## src/rtl/traffic_phase_scheduler.sv

```systemverilog
// traffic_phase_scheduler: round-robin right-of-way owner for highway, country road and pedestrian phases
// Requests latch into pend and are served in order p+1, p+2 under green/yellow/all-red cycle timers.
module traffic_phase_scheduler #(
    parameter int GREEN_MIN = 8,
    parameter int GREEN_MAX = 32,
    parameter int WALK_T    = 6,
    parameter int YELLOW_T  = 3,
    parameter int ALLRED_T  = 2,
    parameter int CNT_W     = 6
) (
    input  logic       clock,
    input  logic       clear_n,
    input  logic [2:0] req,
    output logic [1:0] hwy,
    output logic [1:0] cntry,
    output logic       walk,
    output logic       ped_flash,
    output logic [2:0] grant
);
    localparam logic [1:0] GRN = 2'd0, YEL = 2'd1, ARED = 2'd2;
    localparam logic [1:0] RED = 2'd0, YELLOW = 2'd1, GREEN = 2'd2;
    localparam logic [CNT_W-1:0] GMIN_LAST = CNT_W'(GREEN_MIN - 1);
    localparam logic [CNT_W-1:0] GMAX_LAST = CNT_W'(GREEN_MAX - 1);
    localparam logic [CNT_W-1:0] WALK_LAST = CNT_W'(WALK_T - 1);
    localparam logic [CNT_W-1:0] YEL_LAST  = CNT_W'(YELLOW_T - 1);
    localparam logic [CNT_W-1:0] AR_LAST   = CNT_W'(ALLRED_T - 1);

    logic [1:0]       st_q, st_d, p_q, p_d, nxt_q, nxt_d;
    logic [CNT_W-1:0] tmr_q, tmr_d;
    logic [2:0]       pend_q, pend_d;
    logic [2:0]       p_oh, others;
    logic [1:0]       p_inc1, p_inc2, nxt_pick;
    logic             req_p, green_done, enter_grn;

    always_comb begin
        p_oh       = 3'b001 << p_q;
        others     = pend_q & ~p_oh;
        req_p      = |(req & p_oh);
        p_inc1     = (p_q == 2'd2) ? 2'd0 : p_q + 2'd1;
        p_inc2     = (p_q == 2'd0) ? 2'd2 : p_q - 2'd1;
        nxt_pick   = pend_q[p_inc1] ? p_inc1 : pend_q[p_inc2] ? p_inc2 : 2'd0;
        green_done = (p_q == 2'd2) ? (tmr_q == WALK_LAST)
                   : (others != 3'b000) && ((tmr_q >= GMIN_LAST && !req_p) || tmr_q >= GMAX_LAST);
        enter_grn  = (st_q == ARED) && (tmr_q == AR_LAST);
        st_d       = st_q;
        p_d        = p_q;
        nxt_d      = nxt_q;
        tmr_d      = tmr_q + 1'b1;
        if (st_q == GRN) begin
            if (green_done) begin
                st_d  = YEL;
                nxt_d = nxt_pick;
                tmr_d = '0;
            end else if (p_q != 2'd2 && tmr_q == GMAX_LAST) begin
                tmr_d = tmr_q;
            end
        end else if (st_q == YEL) begin
            if (tmr_q == YEL_LAST) begin
                st_d  = ARED;
                tmr_d = '0;
            end
        end else if (tmr_q == AR_LAST || st_q != ARED) begin
            st_d  = GRN;
            p_d   = nxt_q;
            tmr_d = '0;
        end
        // a request for the phase already green is dropped; entering green clears its own bit
        pend_d = (pend_q | (req & ~((st_q == GRN) ? p_oh : 3'b000)))
               & ~(enter_grn ? (3'b001 << nxt_q) : 3'b000);
    end

    always_ff @(posedge clock or negedge clear_n) begin
        if (!clear_n) begin
            st_q   <= GRN;
            p_q    <= 2'd0;
            nxt_q  <= 2'd0;
            tmr_q  <= '0;
            pend_q <= 3'b000;
        end else begin
            st_q   <= st_d;
            p_q    <= p_d;
            nxt_q  <= nxt_d;
            tmr_q  <= tmr_d;
            pend_q <= pend_d;
        end
    end

    always_comb begin
        hwy       = (st_q == GRN && p_q == 2'd0) ? GREEN : (st_q == YEL && p_q == 2'd0) ? YELLOW : RED;
        cntry     = (st_q == GRN && p_q == 2'd1) ? GREEN : (st_q == YEL && p_q == 2'd1) ? YELLOW : RED;
        walk      = (st_q == GRN) && (p_q == 2'd2);
        ped_flash = (st_q == YEL) && (p_q == 2'd2);
        grant     = p_oh;
    end
endmodule

```

## config.mk

```make
export PLATFORM = sky130hd
export DESIGN_NAME = traffic_phase_scheduler
export DESIGN_NICKNAME = d
export VERILOG_FILES = /design/src/rtl/traffic_phase_scheduler.sv
export SDC_FILE = /design/constraint.sdc
export NUM_CORES = 1
export LEC_CHECK = 0
export ABC_AREA = 0
export BUFFER_PORTS_ARGS = -buffer_cell sky130_fd_sc_hd__buf_4
export CORE_ASPECT_RATIO = 1.5
export CORE_MARGIN = 2
export CORE_UTILIZATION = 55
export CTS_CLUSTER_DIAMETER = 150
export DETAILED_ROUTE_END_ITERATION = 12
export GPL_ROUTABILITY_DRIVEN = 0
export GPL_TIMING_DRIVEN = 0
export PLACE_DENSITY = 0.81
export SKIP_LAST_GASP = 1
export SYNTH_ARGS = -nofsm -noshare
export SYNTH_HDL_FRONTEND = slang
export SYNTH_SLANG_ARGS = --single-unit
export TNS_END_PERCENT = 100
```

## constraint.sdc

```tcl
create_clock -name clock -period 2.3 [get_ports clock]
set_input_delay 0.345 -clock clock [delete_from_list [all_inputs] [get_ports clock]]
set_output_delay 0.345 -clock clock [all_outputs]
set_load 0.02 [all_outputs]
```

==> run_results.csv, run 1 <==
group,metric,value,unit
finish,mostFrequentLayoutCells,"15 x dfrtp_1, 14 x buf_4, 10 x inv_1, 10 x nand2_1, 9 x a21oi_1",
routing,ant_nets,0,
worst_setup_path,slowest_stage,"a222oi_1",
hold_path,hold_class,"in -> reg",
routing,vias,988,
die,num_rows,20,
sta,slew_headroom,65.77,%
yosys,syn_inst,116,
sta,drv_slew,0,
worst_setup_path,cp_cell_sequence,"inv_1 -> ha_1 -> buf_2 -> a222oi_1 -> a21oi_4 -> o311a_1 -> a41o_1",
worst_setup_path,arrival,2.30,ns
sta,rsz0062_at_grt,"no",
worst_setup_path,crit_cells,7,
routing,detail_route.wl_per_cell,16.51,µm
finish,layout.nets,148,
sta,period_share,91.63,%
place,hpwl,2.044,mm
pwr,p_leak,0.5904,nW
pwr,p_int,0.0008838,W
worst_setup_path,worst-path-buf-inv,2,
pwr,power_density,1361,nW/µm²
yosys,ys_seq_area_share,33.15,%
clock_network,numCtsBuffers,3,
finish,drive_above_1_share,22.39,%
finish,utilization,65.44,%
routing,wl,2.575,mm
global_route,overflow,0,
global_route,grt_use_total,25.60,%
clock_network,cts.path.max_buffers,2,
sta,timing.final.crit_period,2.107,ns
finish,final_common_cell,"dfrtp_1",
finish,antenna_cells,0,
pwr,peakVddDrop,615.3,µV
clock_network,htree_levels,1,
routing,via_per_inst,6.333,
global_route,grt_pass1_wl,4.202,mm
die,die_y,59.57,µm
yosys,syn-num-nets,129,
pwr,netSwitchingPower,0.0008770,W
sta,holdWs,0.3246,ns
worst_setup_path,required,2.49,ns
sta,fmax,474.5,MHz
die,core-area,1977,µm²
yosys,yosysWarnings,0,
worst_setup_path,cp-end-kind,"flip-flop",
clock_network,cts_tree,"yes",
sta,worst_slew_pin_slew,0.5092,ns
clock_network,clk_latency,0.29,ns
die,die_width,41.05,µm
global_route,grt_pass1_vias,964,
die,start_util,57.28,%
yosys,syn_area,1132,µm²
yosys,netlist.area_leader.share,33.15,%
worst_setup_path,cp_top_family,"compound AO/OA/AOI/OAI gates",
sta,finalHoldViolations,0,
sta,finalSetupTns,0,ns
yosys,syn_area_per_cell,9.762,µm²
place,dp_slack,0.1812,ns
clock_network,post_cts_buffers,0,
yosys,synth_edf_count,0,
clock_network,cts_root_buf,"clkbuf_4",
routing,dr.pass1.iters,4,
job,cap_violations,0,
sta,final.setup.worst_slack,0.1926,ns
clock_network,clk_pin_slew,0.08,ns
yosys,synth.distinct_cells,48,
worst_setup_path,crit_path_max_incr_delay,0.44,ns
global_route,grt_antenna_before_repair,0,
clock_network,clock-sinks,15,
worst_setup_path,crit_fanout,10,
clock_network,cts_resized,0,
pwr,seqPwrFrac,24.7,%
die,die_area,2445,µm²
yosys,ys_seq_elements,15,
hold_path,min_path_cells,3,
worst_setup_path,crit_type,"reg -> reg",
yosys,ys_top_cells_by_area,"dfrtp_1 33%, ha_1 8.8%, a21oi_1 4.0%",
yosys,synth_top_flop_cell,"dfrtp_1",
pwr,sw_frac_of_total,49.81,%
sta,setup_viol,0,
run_status,status,"finished clean",
place,port_buffers,13,
worst_setup_path,rr_worst_depth,7,
pwr,pwr-share-clk,8.8,%
worst_setup_path,startpoint_type,"flip-flop",
yosys,async_flop_share,100.0,%
die,ios,14,
place,post_dp_cell_area,1257,µm²
pwr,combPwrFrac,66.5,%
global_route,grt_max_degree,16,
yosys,yosysTopAreaCell,"dfrtp_1",
finish,finish.instance_area,1294,µm²
sta,clock_skew,0.0007575,ns
routing,drc,0,
routing,drt_iter0_markers,23,
finish,syn2layout_area_growth,14.25,%
==> sequential cells by signal (all words and copies together) (netlist names) <==
register and count:
nxt_q 2, p_q 2, pend_q 3, st_q 2
tmr_q 6
==> power by group through the flow <==
stage	Clock [W]	Combinational (W)	Sequential (W)
finish	0.000154	0.00117	0.000436
CTS	0.000158	0.00118	0.000435
floorplan	0	0.000878	0.000422
detailed placement	0	0.00117	0.000441
global placement	0	0.00113	0.000436
global route	0.000171	0.00129	0.000451
==> kinds of logic after synthesis <==
kind of cell / Yosys count / synth area share [%]
adder cells (fa/ha/maj): 8 / 8.840
XOR/XNOR: 3 / 2.321
multiplexers: 2 / 1.878
AO/OA/AOI/OAI: 38 / 29.17
buffers and inverters: 14 / 5.857
flip-flops: 15 / 33.15
AND/OR/NAND/NOR: 36 / 18.79
==> worst min-delay path: cells and delay by family <==
kind | cells | cell delay, ns
AO/OA/AOI/OAI | 2 | 0.15
buffers and inverters | 1 | 0.08
==> cell usage after synthesis, drive strengths merged, types with 2 or more instances <==
cell type / n
nor4: 2
a22oi: 2
a31oi: 4
dfrtp: 15
buf: 4
nor3: 3
o311a: 2
o21a: 2
o31ai: 2
o21ai: 2
nand2: 10
inv: 10
xnor2: 2
and2: 3
a21oi: 11
nand3: 2
a41o: 2
ha: 8
nor2b: 5
nor2: 4
nand4: 2
a211oi: 2
==> path summary, 6_finish.rpt <==
path	startpoint	endpoint	slack (ns)
worst min-delay path	req[0]	pend_q[0]	0.32
max in group asynchronous	clear_n	tmr_q[0]	1.69
worst max register to register	p_q[0]	nxt_q[0]	0.19
worst max-delay path	p_q[0]	nxt_q[0]	0.19
worst min register to register	nxt_q[1]	pend_q[2]	0.46
min in group asynchronous	clear_n	st_q[0]	0.44
==> routing by layer <==
layer | global-route usage [%] | vias up | wire length [µm]
met2 | 44.87 | 36 | 1466
met3 | 2.256 | 7 | 102
met1 | 27.47 | 477 | 939
met5 | 0 | - | 0
met4 | 14.76 | 0 | 66
li1 | - | 468 | -
==> timing repair <==
action                                 4_1_cts  5_1_grt
endpoints found under the hold margin       15        0
hold buffers                                 1        0
setup endpoints to repair                    0        0
==> cell type report <==
class | count | area (µm²)
multi-input combinational | 87 | 690.7
fill | 169 | 683.2
sequential | 15 | 375.4
timing repair buffer | 14 | 107.6
inverter | 10 | 37.54
buffer | 4 | 28.78
tap | 22 | 27.53
clock buffer | 4 | 26.28
==> stage by stage <==
stage | total power [W] | cells
floorplan | 0.001299 | 116
CTS | 0.001770 | 156
global placement | 0.001565 | 151
finish | 0.001761 | 156
detailed placement | 0.001609 | 151
global route | 0.001915 | 156
(Power assumes the default switching activity.)
==> run 2, diff against run 1 <==
--- a/config.mk
+++ b/config.mk
@@ -7,5 +7,5 @@
 export LEC_CHECK = 0
 export ABC_AREA = 0
-export BUFFER_PORTS_ARGS = -buffer_cell sky130_fd_sc_hd__buf_4
+export CAP_MARGIN = 20
 export CORE_ASPECT_RATIO = 1.5
 export CORE_MARGIN = 2
@@ -13,7 +13,8 @@
 export CTS_CLUSTER_DIAMETER = 150
 export DETAILED_ROUTE_END_ITERATION = 12
+export DONT_BUFFER_PORTS = 1
 export GPL_ROUTABILITY_DRIVEN = 0
 export GPL_TIMING_DRIVEN = 0
-export PLACE_DENSITY = 0.81
+export PLACE_DENSITY = 0.75
 export SKIP_LAST_GASP = 1
 export SYNTH_ARGS = -nofsm -noshare
==> constraint.sdc (replaced) <==
create_clock -name clock -period 2.3 [get_ports clock]
set_input_delay 0.46 -clock clock [delete_from_list [all_inputs] [get_ports clock]]
set_output_delay 0.46 -clock clock [all_outputs]
set_load 0.02 [all_outputs]
==> run 2 against run 1 <==
  * Clock power is essentially flat
  * Utilization decreased by 4.6 points
  * Die area is the same
  * Register-to-register slack worse by 0.05 ns
  * Clock skew rose by 0.011 ns
  * Wire length fell by 4.1%
  * Critical path type unchanged
  * Flip-flop and latch count did not move
  * Hold slack improved by 0.026 ns
  * Clock-buffer cell count down 1
  * Critical endpoint unchanged
==> run_results.csv, run 2 (synthesis results as in run 1) <==
group,metric,value,unit
sta,drv_slew,0,
worst_setup_path,crit_fanout,9,
die,die_y,59.57,µm
sta,slew_headroom,52.45,%
hold_path,hold_end,"pend_q[2]",
clock_network,clk_latency,0.29,ns
die,start_util,57.28,%
global_route,grt_antenna_before_repair,0,
clock_network,clk_pin_slew,0.10,ns
run_status,status,"finished clean",
routing,detail_route.wl_per_cell,17.27,µm
hold_path,min_path_cells,2,
worst_setup_path,r2r-start,"p_q[1]",
die,core-area,1977,µm²
worst_setup_path,cp-end-kind,"flip-flop",
routing,drt_iter0_markers,25,
finish,multi_input_area,695.7,µm²
worst_setup_path,arrival,2.34,ns
worst_setup_path,rrSetupSlack,0.14,ns
worst_setup_path,rr_worst_depth,6,
routing,wl,2.469,mm
sta,fmax,462.6,MHz
finish,drive_above_1_share,16.53,%
routing,drc,0,
sta,clock_skew,0.01166,ns
finish,largest_register_ffs,6,
job,cap_violations,0,
finish,fillCellCount,168,
finish,regMostFlops,"tmr_q",
worst_setup_path,crit_type,"reg -> reg",
worst_setup_path,startpoint_type,"flip-flop",
sta,period_share,93.98,%
pwr,p_leak,0.5243,nW
worst_setup_path,slowest_stage,"o31ai_4",
die,num_rows,20,
sta,finalHoldViolations,0,
routing,vias,929,
clock_network,cts_tree,"yes",
place,dp_slack,0.1012,ns
worst_setup_path,crit_cells,6,
worst_setup_path,worst-path-buf-inv,1,
routing,dr.pass1.iters,4,
routing,via_per_inst,6.497,
clock_network,clock-sinks,15,
hold_path,hp-start,"req[2]",
worst_setup_path,cp_top_family,"compound AO/OA/AOI/OAI gates",
clock_network,post_cts_buffers,0,
worst_setup_path,required,2.48,ns
global_route,grt_pass1_vias,886,
clock_network,numCtsBuffers,3,
place,port_buffers,0,
pwr,peakVddDrop,724.8,µV
worst_setup_path,r2r_end,"nxt_q[0]",
finish,largestRegisters,"tmr_q: 6 flops, pend_q: 3 flops",
place,hpwl,1.840,mm
sta,rsz0062_at_grt,"no",
sta,finalSetupTns,0,ns
finish,layout.nets,135,
sta,setup_viol,0,
die,die_area,2445,µm²
finish,syn2layout_area_growth,6.188,%
worst_setup_path,cp_cell_sequence,"inv_1 -> ha_1 -> nor2b_1 -> o31ai_4 -> o21ai_1 -> a41o_1",
finish,seqCellArea,375.4,µm²
finish,antenna_cells,0,
die,die_width,41.05,µm
clock_network,cts.path.max_buffers,2,
finish,mostFrequentLayoutCells,"15 x dfrtp_1, 10 x inv_1, 10 x nand2_1",
finish,final_common_cell,"dfrtp_1",
sta,timing.final.crit_period,2.161,ns
worst_setup_path,crit_path_max_incr_delay,0.46,ns
global_route,overflow,0,
sta,final.setup.worst_slack,0.1385,ns
global_route,grt_pass1_wl,3.815,mm
pwr,power_density,1391,nW/µm²
clock_network,htree_levels,1,
routing,ant_nets,0,
clock_network,cts_root_buf,"clkbuf_4",
global_route,grt_max_degree,16,
global_route,grt_use_total,23.49,%
sta,worst_slew_pin_slew,0.7109,ns
hold_path,hold_class,"in -> reg",
die,ios,14,
-- run 2: cell count changes in the layout (fill, tap and decap cells not counted) --
cell	change
ha_1	-2
clkbuf_1	-1
clkinv_2	+1
buf_4	-13
ha_2	+2
-- run 2: power by group --
group,internal (W),switching [W]
Clock,0.0000647,0.0000915
Sequential,0.000351,0.0000869
Combinational,0.000388,0.000691
Total,0.000804,0.000869
-- run 2: how the worst max path moves through the flow --
stage / startpoint / to / slack, ns
finish: p_q[1] / nxt_q[0] / 0.14
global route: p_q[0] / nxt_q[0] / 0.01
detailed placement: p_q[0] / nxt_q[0] / 0.10
floorplan: p_q[0] / nxt_q[0] / 0.29
CTS: p_q[0] / nxt_q[0] / 0.09
global placement: p_q[0] / nxt_q[0] / 0.14
-- run 2: worst register-to-register path: cells and delay by family, from the launching register on --
family | cells | cell delay (ns)
compound gates | 3 | 0.96
flops | 1 | 0.40
fa+ha+maj | 1 | 0.40
buf+inv | 1 | 0.15
simple gates | 1 | 0.15
-- run 2: cell type report --
cell class | count | share of cell area (%)
clock inverters | 1 | 0.4162
plain buffers | 4 | 2.393
repair buffers | 1 | 0.8325
flip-flops and latches | 15 | 31.22
clock buffers | 3 | 1.873
multi-input cells | 87 | 57.86
inverters | 10 | 3.122
well taps | 22 | 2.289
-- run 2: timing repair --
action / CTS / global route
gates resized for setup: 0 / 2
hold buffers: 1 / 0
endpoints found under the setup margin: 0 / 8
hold endpoints to repair: 15 / 0
-- run 2: per-stage QoR --
stage	area, µm²	hold slack (ns)	total power [W]	utilization [%]	instances
floorplan	1132	0.1644	0.001299	-	116
global placement	1160	0.1648	0.001463	58.67	138
detailed placement	1160	0.1650	0.001498	58.67	138
CTS	1197	0.3419	0.001662	60.57	143
global route	1202	0.3439	0.001812	60.82	143
finish	1202	0.3506	0.001673	60.82	143
-- run 2: routing by layer --
metal	vias to the layer above	share of wire, %	global-route usage (%)	routed length [µm]
met4	0	2.6	13.33	65
met5	-	0	0	0
met2	31	54	40.63	1340
met3	6	4.4	2.256	108
li1	441	-	-	-
met1	451	39	25.78	954
